==> src/rtl/dds_phase_addr_gen.sv <==
// dds_phase_addr_gen: DDS phase accumulator driving a sine ROM address, with
// wrap-synchronous config updates and valid/sync delayed to match ROM read data.
module dds_phase_addr_gen #(
  parameter int PHASE_WIDTH = 32,
  parameter int ADDR_WIDTH  = 10,
  parameter int ROM_LATENCY = 1
) (
  input  logic                   clk,
  input  logic                   rst_n,
  input  logic                   en,
  input  logic                   clr,
  input  logic                   cfg_valid,
  output logic                   cfg_ready,
  input  logic [PHASE_WIDTH-1:0] cfg_ftw,
  input  logic [PHASE_WIDTH-1:0] cfg_pofs,
  output logic [ADDR_WIDTH-1:0]  rom_addr,
  output logic                   data_valid,
  output logic                   cycle_sync
);
  localparam int PW = PHASE_WIDTH;
  localparam int AW = ADDR_WIDTH;
  localparam int L  = ROM_LATENCY;
  typedef enum logic [1:0] {IDLE, RUN, PEND} state_t;
  state_t state, state_nx;
  logic [PW-1:0] acc, ftw_r, pofs_r, pend_ftw, pend_pofs;
  logic [PW:0] sum;
  logic [AW-1:0] addr_nx;
  logic pending, pend_nx, sync_flag, wrap, cap, app, issue;
  logic [L:0] vld_pipe, sync_pipe;
  assign sum       = {1'b0, acc} + {1'b0, ftw_r};
  assign wrap      = sum[PW];
  assign addr_nx   = AW'((acc + pofs_r) >> (PW - AW));
  assign cap       = cfg_valid && !pending;
  assign issue     = en && !clr;
  assign cfg_ready = !pending;
  always_comb begin
    app      = 1'b0;
    pend_nx  = pending;
    state_nx = state;
    app      = pending && (clr || state == IDLE ||
               (state == PEND && en && (wrap || ftw_r == '0)));
    pend_nx  = cap || (pending && !app);
    // clr parks in IDLE so a config captured alongside it applies on the next edge
    state_nx = (clr || !en) ? IDLE : pend_nx ? PEND : RUN;
  end
  always_ff @(posedge clk or negedge rst_n) begin
    if (!rst_n) begin
      state     <= IDLE;
      pending   <= 1'b0;
      acc       <= '0;
      ftw_r     <= '0;
      pofs_r    <= '0;
      pend_ftw  <= '0;
      pend_pofs <= '0;
      rom_addr  <= '0;
      sync_flag <= 1'b1;
      vld_pipe  <= '0;
      sync_pipe <= '0;
    end else begin
      state   <= state_nx;
      pending <= pend_nx;
      if (cap) begin
        pend_ftw  <= cfg_ftw;
        pend_pofs <= cfg_pofs;
      end
      if (app) begin
        ftw_r  <= pend_ftw;
        pofs_r <= pend_pofs;
      end
      if (clr) begin
        acc       <= '0;
        sync_flag <= 1'b1;
      end else if (en) begin
        acc       <= sum[PW-1:0];
        rom_addr  <= addr_nx;
        sync_flag <= wrap;
      end
      vld_pipe  <= {vld_pipe[L-1:0], issue};
      sync_pipe <= {sync_pipe[L-1:0], issue && sync_flag};
    end
  end
  assign data_valid = vld_pipe[L];
  assign cycle_sync = sync_pipe[L];
endmodule

==> config.mk <==
export PLATFORM = sky130hd
export DESIGN_NAME = dds_phase_addr_gen
export DESIGN_NICKNAME = d
export VERILOG_FILES = /design/src/rtl/dds_phase_addr_gen.sv
export SDC_FILE = /design/constraint.sdc
export NUM_CORES = 1
export LEC_CHECK = 0
export CAP_MARGIN = 5
export CORE_ASPECT_RATIO = 1.4
export CORE_MARGIN = 4
export CORE_UTILIZATION = 51
export DETAILED_ROUTE_END_ITERATION = 7
export GPL_TIMING_DRIVEN = 0
export MAX_ROUTING_LAYER = met4
export PLACE_DENSITY = 0.79
export SYNTH_ARGS = -nofsm -noshare
export SYNTH_HDL_FRONTEND = slang
export SYNTH_SLANG_ARGS = --single-unit
==> constraint.sdc <==
create_clock -name clk -period 3 [get_ports clk]
set_input_delay 0.6 -clock clk [delete_from_list [all_inputs] [get_ports clk]]
set_output_delay 0.6 -clock clk [all_outputs]
set_load 0.03 [all_outputs]
; ---- After elaboration in Yosys (flattened, before gate mapping)
; Cells that the tools add are included.
[word_totals]
register_bits = 178
romBits = 0
output_inout_bits = 13
n_memories = 0
latch_bits = 0
mem_bits_rw = 0
wordCells = 41
[op_classes]
magnitude_cmp = 0
n_mul = 0
addsub = 2
muxes = 6
n_eq_ne = 1
reduce_logical = 20
n_shift = 0
bitwise_logic = 1
div_mod_pow = 0
[op_table]
columns = operator, n
row1 = $mux W32, 2
row2 = $add A32 B32 Y33, 1
row3 = $add A32 B32 Y32, 1
row4 = $logic_not A32 Y1, 1
row5 = $logic_and A1 B1 Y1, 7
row6 = $logic_or A1 B1 Y1, 5
row7 = $logic_not A1 Y1, 4
row8 = $mux W2, 2
row9 = $eq A2 B2 Y1 const B, 1
row10 = $logic_not A2 Y1, 1
row11 = $mux W1, 2
row12 = $reduce_and A2 Y1, 1
row13 = $reduce_bool A2 Y1, 1
row14 = $not A1 Y1, 1

; ---- Logic depth before layout (Yosys ltp)
; Gate-level depths: netlist of the first run.
[logic_depth]
depth_word = 10
ltp_mapped = 14
ltp_nobuf = 12

; ---- Least setup slack after synthesis of the first run
; No wires, ideal clock.
[synth_path]
kind = register to register
start = register acc[0]
end = register ftw_r[0]
t_arrival_ns = 2.709
path_slack_ns = 0.166
setup_time_ns = 0.125
path_stages_with_launch = 15
period_less_slack_ns = 2.834
cell_sequence = dfrtp_1 > ha_1 > inv_1 > fa_1 > nor2b_1 > o21ai_1 > a21oi_4 > o21ai_2 > a31oi_4 > a21oi_2 > o21a_1 > a21o_2 > buf_12 > buf_12 > mux2_4
[synth_between]
elab_chain_cells = 5
[synth_lines]
columns = item, line
row1 = start: declaration, 25  ; logic [PW-1:0] acc, ftw_r, pofs_r, pend_ftw, pend_pofs;
row2 = start signal: assignment, 74  ; acc <= sum[PW-1:0];
row3 = $add A32 B32 Y33, 30  ; assign sum = {1'b0, acc} + {1'b0, ftw_r};
row4 = $logic_or A1 B1 Y1, 41  ; (state == PEND && en && (wrap || ftw_r == '0)));
row5 = $logic_and A1 B1 Y1, 41
row6 = $logic_or A1 B1 Y1, 40  ; app = pending && (clr || state == IDLE ||
row7 = $logic_and A1 B1 Y1, 40
row8 = end signal: assignment, 67  ; ftw_r <= pend_ftw;
row9 = end: declaration, 25
; No other way between the ends.
; A chain may end at the register's enable or synchronous reset.

; ---- Final worst setup path of the first run
[layout_path]
start = register ftw_r[0]
end = register ftw_r[3]
[layout_between]
elab_chain_cells = 5
[layout_lines]
columns = item, line
row1 = $add A32 B32 Y33 or $logic_not A32 Y1 (tied branches), "30, 41"
row2 = $logic_or A1 B1 Y1 (*), 41
row3 = $logic_and A1 B1 Y1 (*), 41
row4 = $logic_or A1 B1 Y1 (*), 40
row5 = $logic_and A1 B1 Y1 (*), 40
; Every way passes the cells marked *; elsewhere a longest branch is shown, timed or not.

==> summary by stage, run 1 <==
Logic synthesis
The share of the Yosys chip area taken by registers is 47.13%. The total nets after synthesis is 903. The number of synthesized flops with an enable pin is 0. The number of library cell types mapped by synthesis is 57. The synthesized design contains 178 register bits. In this run the mean area of a mapped cell was 12.26 µm².

Of all flip-flops after synthesis, the portion carrying an async set or reset was 100.0%. The mapped netlist covers 9454 µm². The count of yosys warnings during synthesis is 0. Synthesis produced 771 cells. The prevailing post-synth register cell is sky130_fd_sc_hd__dfrtp_1.

Pwr
The switching fraction of total power is 37.25%. The internal portion of the total power is 7.028 mW. For this design the total switching power over the nets is 4.172 mW. The share of total power in the clock network is 20.8%.

The analysis attributes to cell leakage a power of 5.266 nW. For this design the ratio of total power to cell area is 987.3 nW/µm². The sequential share of power is 33.7%. The total chip power is 11.20 mW.

The highest ir drop seen on vdd is 0.4379 mV. The part of the power in combinational logic is 45.4%.

GRT
The largest net degree at the start of global routing is 99. The initial antenna violation count came to 0. The via count of the first global-routing pass is 6,628.

The residual overflow from global routing is 0. The first-pass GRT wire length is 33.04 mm. After global routing, the most crowded layer is met2.

The met2 layer usage reported by global route is 35.92%. The total routing resource utilization after global routing is 21.00%. The met3 track demand over resource is 2.807%. The global-route track usage on met1 is 24.16%.

Run
Across the run, the number of max-cap violations was 0.

CTS
The root buffer cell is sky130_fd_sc_hd__clkbuf_16. The clock net sink count is 178. The clock passes through at most 2 buffers. The H-tree level count is 4. The number of CTS-inserted buffers is 17.

The clock reaches the later pin of the worst-skew pair after 430 ps. The clock tree from TritonCTS is yes. The clock-pin slew of the registers on the worst-case setup and hold paths is 60 ps.

Cells and area
The area growth from synthesis to final layout is 19.98%. The net count of the finished layout is 1,009. The share of layout cells above drive strength 1 is 22.70%. The filler cells instantiated in the layout total 1,343. The diode insertion count for antenna repair is 0.

Detailed routing
Across all layers, the routed design uses 6,315 vias. In the routed design, unresolved DRC markers number 0. The number of nets with antenna violations after routing is 0. In the final routed layout, each cell accounts on average for 18.07 µm. The final wirelength is 20.41 mm. The iteration count of the initial detailed-routing pass is 5. The mean number of vias per cell is 5.588. In this run, the number of DRC markers left after iteration 0 of detailed routing was 400.

Place
The minimum setup slack after placement is -338.2 ps. The final HPWL from detailed placement is 14.74 mm. Routability-driven placement finished with a final weighted congestion of 0.9360. The number of buffers added on ports is 80.

Timing
The time the final worst path needs with I/O delays and setup is 2955 ps. The peak clock frequency supported by timing is 338.4 MHz. The normalized max-slew margin is 45.28%.

The actual slew at the worst max-slew pin is 820.8 ps. The total count of max-transition violations in the final report came to 0. Setup repair after global routing could not meet its margin everywhere.

The count of endpoints failing setup in the final report is 0. The final worst clock skew is 7.837 ps. After layout, the worst setup slack is 45.17 ps. The number of hold violations in the final report is 0. After layout, the worst path uses 98.49% of the clock period.

Critical path
The data required time at the worst endpoint is 3310 ps. The critical path is of the reg2reg type. In this run the critical register-to-register path is captured at ftw_r[3]. The depth of the critical timing path with buffers and inverters included is 14. The critical path launch point is ftw_r[0]. The largest incremental delay on the critical path is 380 ps.

Measured in cells, the most critical reg-to-reg path has a length of 14. The register-to-register setup slack is 50 ps. Of all nets on the critical path, the largest fanout is 10.

The kind of cell with the highest combined delay along the critical path is compound AO/OA/AOI/OAI gates. The sum of buffers and inverters on the critical path is 3. The slowest stage of the critical path belongs to the cell sky130_fd_sc_hd__dfrtp_1.

Walking the worst path, the cells encountered are ha_2 -> inv_2 -> fa_2 -> nor2b_2 -> o21ai_2 -> a21oi_4 -> o21ai_4 -> a31oi_4 -> a21oi_4 -> o21a_1 -> a21o_2 -> buf_12 -> buf_12 -> mux2_4. In this run the critical register-to-register path is launched from ftw_r[0]. The worst endpoint data arrival time is 3270 ps. The startpoint type of the worst setup path is a flip-flop. The timing endpoint of the critical path is ftw_r[3]. The endpoint type of the worst setup path is a flip-flop.

Floorplan
The top-level port count is 82. The die height is 169.1 µm. The site row count is 58. The starting density of the core is 52.32%.

The core area is 18,070 µm². The width of the die is 123.1 µm. The floorplan die area is 20,810 µm².

Worst hold path
The path class of the tightest hold or removal check is in2async.

Run status
The flow ran to the end, and the final reports show no timing, DRC or antenna violations.
what timing repair did:
action	4_1_cts	5_1_grt
gates resized for setup	9	13
pin swaps	2	7
setup endpoints to repair	66	69
hold buffers	0	0
gates cloned	0	0
buffers inserted	3	3
per-stage QoR:
stage          hold slack (ps)  utilization, %  area (µm²)  setup TNS (ps)  cells
5_1_grt                  177.4           62.78       11340           -2356   1130
2_1_floorplan            304.4               -        9454               0    771
3_3_place_gp             332.0           58.41       10560        -1044630   1091
3_5_place_dp             345.0           58.59       10590          -12490   1092
4_1_cts                  161.5           62.35       11270               0   1127
6_report                 136.6           62.78       11340               0   1130
worst min path at each step:
stage | from | endpoint | slack, ps | cells past startpoint
after CTS | rst_n | pend_pofs[27] | 160 | 1
after floorplan | rst_n | acc[0] | 300 | 0
final | rst_n | pend_pofs[27] | 140 | 1
after detailed placement | sync_pipe[0] | sync_pipe[1] | 340 | 0
after global routing | rst_n | pend_pofs[27] | 180 | 1
after global placement | sync_pipe[0] | sync_pipe[1] | 330 | 0
worst register-to-register path, cell delays in order (launching register included):
cell and delay [ps]:
sky130_fd_sc_hd__dfrtp_1 380, sky130_fd_sc_hd__ha_2 210, sky130_fd_sc_hd__inv_2 40, sky130_fd_sc_hd__fa_2 350, sky130_fd_sc_hd__nor2b_2 130, sky130_fd_sc_hd__o21ai_2 80, sky130_fd_sc_hd__a21oi_4 210, sky130_fd_sc_hd__o21ai_4 100
sky130_fd_sc_hd__a31oi_4 220, sky130_fd_sc_hd__a21oi_4 90, sky130_fd_sc_hd__o21a_1 200, sky130_fd_sc_hd__a21o_2 210, sky130_fd_sc_hd__buf_12 160, sky130_fd_sc_hd__buf_12 170, sky130_fd_sc_hd__mux2_4 300
power groups by stage:
stage                     Sequential [mW]  Combinational (mW)  Clock [mW]
final                                3.78                5.09        2.33
after global routing                 3.86                5.62        2.48
after CTS                            3.78                4.94        2.36
after detailed placement             3.82                4.77           0
after global placement               3.80                4.64           0
after floorplan                      3.69                3.66           0
area by class of cell:
cell class	count	area [µm²]	share of cell area (%)
Clock inverter	11	148.9	1.313
Tap cell	240	300.3	2.647
Multi-Input combinational cell	548	4805	42.36
Timing Repair Buffer	87	878.3	7.743
Buffer	32	236.5	2.085
Sequential cell	178	4456	39.28
Clock buffer	21	470.5	4.147
Inverter	13	48.80	0.4302
flip-flops by register name (all words and copies together), names as in the netlist:
signal     count
vld_pipe       2
ftw_r         32
sync_flag      1
sync_pipe      2
pofs_r        32
acc           32
state          2
rom_addr      10
pending        1
pend_ftw      32
pend_pofs     32
cell families after synthesis:
| kind of cell | synth area share [%] |
|---|---|
| AND/OR/NAND/NOR | 7.782 |
| flip-flops | 47.13 |
| AO/OA/AOI/OAI | 10.73 |
| buffers and inverters | 3.017 |
| adder cells (fa/ha/maj) | 8.417 |
| multiplexers | 19.86 |
| XOR/XNOR | 3.057 |
cell usage after synthesis, types with 2 or more instances:
cell                         n  share of area, %
sky130_fd_sc_hd__a211oi_1   10              0.79
sky130_fd_sc_hd__a21o_1     26               2.1
sky130_fd_sc_hd__a21o_2      2              0.19
sky130_fd_sc_hd__a21oi_1    32               1.7
sky130_fd_sc_hd__a21oi_2     2              0.19
sky130_fd_sc_hd__a31oi_1     4              0.26
sky130_fd_sc_hd__and2_1      4              0.26
sky130_fd_sc_hd__buf_12      7               1.5
sky130_fd_sc_hd__clkbuf_1   22              0.87
sky130_fd_sc_hd__dfrtp_1   177                47
sky130_fd_sc_hd__ha_1       62               8.2
sky130_fd_sc_hd__inv_1      13              0.52
sky130_fd_sc_hd__mux2_2     69               8.2
sky130_fd_sc_hd__mux2_4     60               9.5
sky130_fd_sc_hd__mux2i_1    20               2.1
sky130_fd_sc_hd__nand2_1    34               1.3
sky130_fd_sc_hd__nand2b_1    9              0.60
sky130_fd_sc_hd__nand3_1     6              0.32
sky130_fd_sc_hd__nand3b_1    6              0.48
sky130_fd_sc_hd__nand4_1    14              0.93
sky130_fd_sc_hd__nor2_1     53               2.1
sky130_fd_sc_hd__nor2b_1     5              0.33
sky130_fd_sc_hd__nor3_1      8              0.42
sky130_fd_sc_hd__nor3b_1     2              0.16
sky130_fd_sc_hd__nor4_1      9              0.60
sky130_fd_sc_hd__o211ai_1    5              0.40
sky130_fd_sc_hd__o21a_1      7              0.56
sky130_fd_sc_hd__o21ai_0    34               1.8
sky130_fd_sc_hd__o21ai_2     2              0.19
sky130_fd_sc_hd__o21bai_1    6              0.48
sky130_fd_sc_hd__o221ai_1    2              0.19
sky130_fd_sc_hd__o31ai_1     3              0.24
sky130_fd_sc_hd__xnor2_1    21               1.9
sky130_fd_sc_hd__xor2_1     12               1.1
placed cells by master (no fill, tap or decap), types with 4 or more instances in the layout:
cell and n:
sky130_fd_sc_hd__xor2_1 12, sky130_fd_sc_hd__a21o_1 26, sky130_fd_sc_hd__nor2_1 53, sky130_fd_sc_hd__nor2b_1 4
sky130_fd_sc_hd__a211oi_1 7, sky130_fd_sc_hd__nand3_1 6, sky130_fd_sc_hd__xnor2_1 21, sky130_fd_sc_hd__nand3b_1 6
sky130_fd_sc_hd__a31oi_1 4, sky130_fd_sc_hd__o21bai_1 5, sky130_fd_sc_hd__o21a_1 7, sky130_fd_sc_hd__nand2b_1 9
sky130_fd_sc_hd__ha_1 61, sky130_fd_sc_hd__and2_1 4, sky130_fd_sc_hd__a21oi_1 31, sky130_fd_sc_hd__mux2_2 69
sky130_fd_sc_hd__mux2_4 60, sky130_fd_sc_hd__nor4_1 9, sky130_fd_sc_hd__clkdlybuf4s50_1 79, sky130_fd_sc_hd__clkbuf_1 23
sky130_fd_sc_hd__nand2_1 34, sky130_fd_sc_hd__nor3_1 6, sky130_fd_sc_hd__dfrtp_1 177, sky130_fd_sc_hd__inv_1 12
sky130_fd_sc_hd__o211ai_1 5, sky130_fd_sc_hd__clkbuf_16 17, sky130_fd_sc_hd__buf_12 7, sky130_fd_sc_hd__buf_4 6
sky130_fd_sc_hd__o21ai_0 31, sky130_fd_sc_hd__o21ai_2 4, sky130_fd_sc_hd__mux2i_1 20, sky130_fd_sc_hd__nand4_1 14
layer usage:
metal | wire length (µm) | vias to the layer above
met4 | 710 | 0
li1 | - | 3027
met2 | 10730 | 140
met5 | 0 | -
met1 | 8377 | 3105
met3 | 596 | 43
No activity file was read; power rests on OpenSTA's default activity.
==> run 2, diff against run 1 <==
Settings changed: CELL_PAD_IN_SITES_DETAIL_PLACEMENT from default to 0, CELL_PAD_IN_SITES_GLOBAL_PLACEMENT from default to 1, CORE_UTILIZATION 51 to 43, PLACE_DENSITY 0.79 to 0.81.
==> summary by stage, run 2 (same netlist as run 1, synthesis figures left out) <==
Run status
The flow ran to the end, but the final reports show violations. The final reports fail on negative setup slack.

CTS
The clock insertion delay at the later pin of the skew report is 430 ps. Clock-pin slew was measured on the worst setup and hold paths at 70 ps. TritonCTS built the clock tree. The tree built by TritonCTS fans out to 178 sinks. Clock tree synthesis selected as its root buffer the cell sky130_fd_sc_hd__clkbuf_16.

The number of CTS-inserted buffers is 17. The number of hold buffers added after CTS is 0. In this run the deepest clock path goes through 2 buffers. The H-tree level count is 4.

Cells and area
The register area is 4456 µm². Relative to the synthesized area, the layout overhead comes to 20.83%. The most common library cell in the layout ignoring fill and taps is sky130_fd_sc_hd__dfrtp_1.

The net count of the finished layout is 1,015. The share of layout cells above drive strength 1 is 22.99%. The filler cells instantiated in the layout total 1,895. The final standard cell count with taps included and fillers excluded is 1,188.

The area of the multi-input gates is 4783 µm². The diode insertion count for antenna repair is 0. Leaving out fill and tap cells, the most frequent cells in the layout are sky130_fd_sc_hd__dfrtp_1 (177), sky130_fd_sc_hd__clkdlybuf4s50_1 (79), sky130_fd_sc_hd__mux2_2 (69).

Detailed routing
The number of DRC violations after detailed-routing iteration 0 is 306. Once detail routing completed, the nets flagged for antenna violations numbered 0. Summing over every cut layer, the via total after detailed routing is 6,183. The number of DRC violations after detailed routing is 0. Wires add up to 20.45 mm. The mean number of vias per cell is 5.205. Dividing the detail-routed wire length by the instance count gives 17.22 µm. The first detailed-routing pass ran for 4 iterations.

Place
The global placement routability congestion is 0.8760. The number of placed instances, taps included is 1,144. Input and output buffers added on the ports amount to 80.

OpenSTA, run right after detailed placement, puts the worst setup slack at -199.9 ps. The final HPWL from detailed placement is 15.05 mm.

Critical path
Following the worst setup path forward leads to its endpoint at ftw_r[13]. The data required time at the worst endpoint is 3310 ps. The worst setup path is captured at a flip-flop. STA classifies the critical path startpoint as a flip-flop. The register-to-register setup slack is -5 ps. The worst endpoint data arrival time is 3320 ps.

In this run the worst setup path begins at ftw_r[0]. Counting cells, the worst reg-to-reg path comes to 14. In this run the critical register-to-register path is launched from ftw_r[0]. The critical path in this run is classified as reg2reg. The critical register-to-register path endpoint is ftw_r[13].

In this run the worst path has a maximum fanout of 6.

Timing
Measured against its own limit, the worst slew margin works out to 46.01%. The final hold slack is 205.4 ps. The number of hold violations in the final report came to 0. In the finished design, the share of the clock period the worst path needs comes to 100.2%. Setup repair after global routing could not meet its margin everywhere.

The count of endpoints failing setup in the final report is 7. Once routing completed, OpenROAD measured the worst setup slack at -5.250 ps. After routing, the total negative slack on setup checks comes to -13.42 ps. For this run, the top clock speed supported by timing is 332.8 MHz. At the pin with the least slew margin, the transition time is 809.9 ps. The total count of max-transition violations in the final report came to 0. The time the final worst path needs with I/O delays and setup is 3005 ps. The final worst clock skew is 10.12 ps.

Floorplan
The die is 133.3 µm wide. The starting density of the core is 44.09%. The floorplan step defined a die boundary enclosing 24,460 µm². After floorplanning, the core was sized to cover 21,440 µm². The top-level port count is 82. In this run the vertical extent of the chip is 183.4 µm. The site row count is 63.

Run
The number of max-cap violations is 0.

Pwr
The total chip power is 10.88 mW. In this run switching power makes up 37.90% of total power. The sequential share of power is 34.8%.

Dividing total power by cell area gives a power density of 952.5 nW/µm². The cell-internal power is 6.757 mW. VDD sags by at most 0.4832 mV. The share of total power in the clock network is 19.3%. The power dissipated by switching net loads is 4.124 mW.

The share of total power dissipated in combinational logic is 45.9%. The leakage power of the design is 5.273 nW.

Worst hold path
The worst hold path belongs to the class in2async.

GRT
Entering global routing, the biggest net connects 102 pins. The first-pass GRT wire length is 33.31 mm. The via count of the first global-routing pass came to 6,466. The initial antenna violation count is 0. Global routing finished with a remaining overflow of 0. The total routing resource utilization after global routing is 17.67%.
==> run 2: per-layer routing <==
metal	track usage [%]	vias to the layer above	wire length (µm)
li1	-	3035	-
met1	20.76	3023	8686
met2	31.47	103	10910
met3	2.547	22	575
met4	5.270	0	282
met5	-	-	0
==> run 2: timing repair <==
action / in CTS / in global routing
gates cloned: 0 / 3
hold endpoints to repair: 0 / 0
resized for setup: 7 / 12
setup buffers: 6 / 3
pin swaps: 5 / 2
setup endpoints to repair: 67 / 73
==> run 2: worst min-delay path by stage <==
stage | from | to | slack, ps | depth (start not counted)
floorplan | rst_n | acc[0] | 300 | 0
global placement | vld_pipe[0] | vld_pipe[1] | 330 | 0
detailed placement | sync_pipe[0] | sync_pipe[1] | 340 | 0
CTS | rst_n | ftw_r[2] | 230 | 1
global route | rst_n | pend_ftw[2] | 270 | 1
finish | rst_n | pend_ftw[10] | 210 | 1
==> run 2: worst max-delay path, stage by stage, from the launching register on <==
cell and delay [ps]:
sky130_fd_sc_hd__dfrtp_1 390, sky130_fd_sc_hd__ha_2 200, sky130_fd_sc_hd__inv_2 40, sky130_fd_sc_hd__fa_2 350
sky130_fd_sc_hd__nor2b_2 130, sky130_fd_sc_hd__o21ai_2 80, sky130_fd_sc_hd__a21oi_4 210, sky130_fd_sc_hd__o21ai_4 100
sky130_fd_sc_hd__a31oi_4 230, sky130_fd_sc_hd__a21oi_4 90, sky130_fd_sc_hd__o21a_1 210, sky130_fd_sc_hd__a21o_4 240
sky130_fd_sc_hd__buf_12 160, sky130_fd_sc_hd__clkbuf_16 170, sky130_fd_sc_hd__mux2_4 290
==> run 2: area by class of cell <==
type / count / area share [%]
plain buffers: 32 / 2.070
clock buffers: 19 / 3.965
multi-input cells: 548 / 41.87
inverters: 13 / 0.4272
clock inverters: 13 / 0.8872
well taps: 292 / 3.198
repair buffers: 93 / 8.576
flip-flops and latches: 178 / 39.00
==> run 2: through the flow <==
step                cell area (µm²)  utilization, %
finish                        11420           53.28
global route                  11420           53.28
CTS                           11290           52.64
detailed placement            10650           49.68
global placement              10620           49.53
floorplan                      9454               -
==> run 2: power groups by stage <==
stage	Clock (mW)	Combinational [mW]	Sequential, mW
after floorplan	0	3.66	3.69
after global placement	0	4.71	3.83
after detailed placement	0	4.77	3.84
after CTS	2.15	4.89	3.80
after global routing	2.26	5.58	3.88
final	2.10	5.00	3.78
==> run 3, diff against run 2 <==
Settings changed: CORE_UTILIZATION 43 to 51, PLACE_DENSITY 0.81 to 0.89.
Clock period 3 ns to 3.6 ns, I/O delays scaled along.
==> summary by stage, run 3 (same netlist as run 1, synthesis figures left out) <==
Run status
The flow ran to the end, and the final reports show no timing, DRC or antenna violations.

Critical path
The worst register-to-register path has a depth of 10. For the worst setup path, the data arrival time is 3700 ps. At the worst endpoint, the required time is 3900 ps.

The startpoint of the worst register-to-register path is acc[13]. The worst setup path is launched from a flip-flop. The path type of the worst setup path is reg2reg. The endpoint type of the worst setup path is a flip-flop. Tracing the worst setup path back leads to its startpoint at acc[13]. The largest fanout on the critical path is 4. In this run the critical register-to-register path is captured at rom_addr[9].

Setup slack on the worst reg-to-reg path comes out at 200 ps.

Cells and area
The area growth from synthesis to final layout is 18.40%. The filler cells instantiated in the layout total 1,459. The final standard cell count with taps included and fillers excluded is 1,124. The diode insertion count for antenna repair is 0.

The net count of the finished layout is 1,003. The register area is 4456 µm². The area of the multi-input gates is 4723 µm².

The library cell used most frequently in the layout, excluding fill and tap cells, is sky130_fd_sc_hd__dfrtp_1. Leaving out fill and tap cells, the most frequent cells in the layout are sky130_fd_sc_hd__dfrtp_1 (177), sky130_fd_sc_hd__clkdlybuf4s50_1 (79), sky130_fd_sc_hd__mux2_2 (69). Of the cells placed in the final design, the portion with a size suffix greater than 1 is 20.81%.

Timing
The number of hold violations in the final report is 0. The final worst clock skew is 9.235 ps. The peak clock frequency supported by timing is 294.2 MHz. Setup violations remaining at the end of the flow were counted as 0. The final critical path takes up 94.40% of the cycle.

Setup slack closes at 201.5 ps. The actual slew at the worst max-slew pin is 822.0 ps. Setup repair after global routing left no endpoint under its margin. The final hold slack is 258.3 ps.

Measured against its own limit, the worst slew margin works out to 45.20%. Setup total negative slack on the finished layout was measured at 0 ps. The total count of max-transition violations in the final report is 0.

The worst path in the final design needs a cycle of 3399 ps, including I/O delays and setup.

Place
The wire-length estimate of the detail-placed layout is 14.56 mm. The number of buffers added on ports is 80. After detailed placement, the design holds a cell count of 1,092. The minimum setup slack after placement is -57.49 ps. The congestion estimate from routability-driven global placement came to 0.8860.

GRT
Entering global routing, the biggest net connects 97 pins. The met2 layer usage reported by global route is 34.02%. The initial antenna violation count is 0.

The layer flagged by global routing as most heavily used is met2. The first global-routing pass estimated 31.89 mm of wire. The via count of the first global-routing pass is 6,382. After global routing the overflow that remains totals 0. For this run, the total global-route usage over all layers was measured as 20.26%. The met3 track demand over resource is 3.509%. Global routing consumed, on the met1 layer, 24.37% of the routing resources.

CTS
Buffers added to address setup during post-CTS repair amount to 0. TritonCTS built the clock tree. The H-tree level count is 4.

Clock-pin slew was measured on the worst setup and hold paths at 60 ps. For the worst-skew pair, the clock arrives at the later sink with an insertion delay of 430 ps. The maximum clock path buffer count is 2. The root buffer cell is sky130_fd_sc_hd__clkbuf_16.

The number of hold buffers added after CTS is 0. In this run, CTS created clock tree buffers numbering 17. For this design, the sink count on the clock tree is 178.

Run
The tool flagged a number of max-cap violations equal to 0.

Floorplan
The site row count is 58. The width of the die is 123.1 µm. From bottom edge to top edge, the die measures 169.1 µm. The top-level port count is 82. The floorplan die area is 20,810 µm².

The initial utilization of the core area, before any placement, comes to 52.32%. The floorplan step defined a core boundary enclosing 18,070 µm².

Detailed routing
In the final routed layout, each cell accounts on average for 17.32 µm. The number of DRC violations after detailed routing is 0. The number of nets with antenna violations after routing is 0. For this block, the via count after detailed routing is 6,163. The final wirelength is 19.47 mm.

Before antenna repair, the detailed router went through 4 iterations. Dividing the detail-routed via count by the number of cells gives 5.483. The number of DRC violations after detailed-routing iteration 0 is 374.

Pwr
The clock network is responsible for 20.7% of the overall power. In this run switching power makes up 36.75% of total power. Summed over all cells, the static leakage comes to 5.208 nW.

The sequential share of power is 34.9%. The worst-case IR drop observed on VDD is 0.3498 mV. The total chip power is 8.996 mW.

The share of total power dissipated in combinational logic is 44.4%. The power dissipated by switching net loads is 3.306 mW. Dividing total power by cell area gives a power density of 803.7 nW/µm². Internal power comes to 5.690 mW.

Worst hold path
The path class of the tightest hold or removal check is in2async.
-- run 3: timing repair --
item | 4_1_cts | 5_1_grt
setup endpoints to repair | 2 | 1
hold endpoints to repair | 0 | 0
resized for setup | 1 | 1
gates cloned | 0 | 0
-- run 3: cell type report --
class                           count  share of cell area, %
Tap cell                          240                  2.683
Inverter                           13                 0.4360
Clock buffer                       21                  4.203
Clock inverter                     11                  1.118
Sequential cell                   178                  39.81
Buffer                             32                  2.113
Multi-Input combinational cell    548                  42.20
Timing Repair Buffer               81                  7.445
-- run 3: routing by layer --
layer,part of all wire [%],vias to the layer above,routed length (µm)
met2,51,102,9964
met5,0,-,0
li1,-,3002,-
met4,2.7,0,531
met1,43,3030,8432
met3,2.8,29,540
-- run 3: critical path, cell delays in order (launching register included) --
cell and delay, ps:
sky130_fd_sc_hd__dfrtp_1 410, sky130_fd_sc_hd__ha_1 320, sky130_fd_sc_hd__a211oi_1 340, sky130_fd_sc_hd__o21ai_0 290, sky130_fd_sc_hd__nor3_2 390, sky130_fd_sc_hd__o21ai_0 360, sky130_fd_sc_hd__o311a_1 470, sky130_fd_sc_hd__a211oi_2 320
sky130_fd_sc_hd__a21oi_1 140, sky130_fd_sc_hd__xnor2_1 160, sky130_fd_sc_hd__o21ai_0 80
-- run 3: per-stage QoR --
step	utilization, %	area (µm²)
6_report	61.94	11190
3_3_place_gp	58.41	10560
4_1_cts	61.92	11190
3_5_place_dp	58.59	10590
5_1_grt	61.94	11190
2_1_floorplan	-	9454
-- run 3: worst max-delay path by stage --
stage | endpoint | slack, ps | cells after the start
final | rom_addr[9] | 200 | 10
after global routing | rom_addr[9] | 70 | 10
after CTS | rom_addr[9] | 90 | 10
after detailed placement | rom_addr[9] | -60 | 10
after global placement | pofs_r[24] | -5320 | 1
after floorplan | ftw_r[0] | 770 | 14
-- run 3: power by group through the flow --
stage                     combinational [mW]  clock (mW)  sequential [mW]
after floorplan                         3.05           0             3.08
after global placement                  3.88           0             3.16
after detailed placement                3.96           0             3.17
after CTS                               4.00        1.90             3.14
after global routing                    4.46        1.98             3.22
final                                   4.00        1.86             3.14
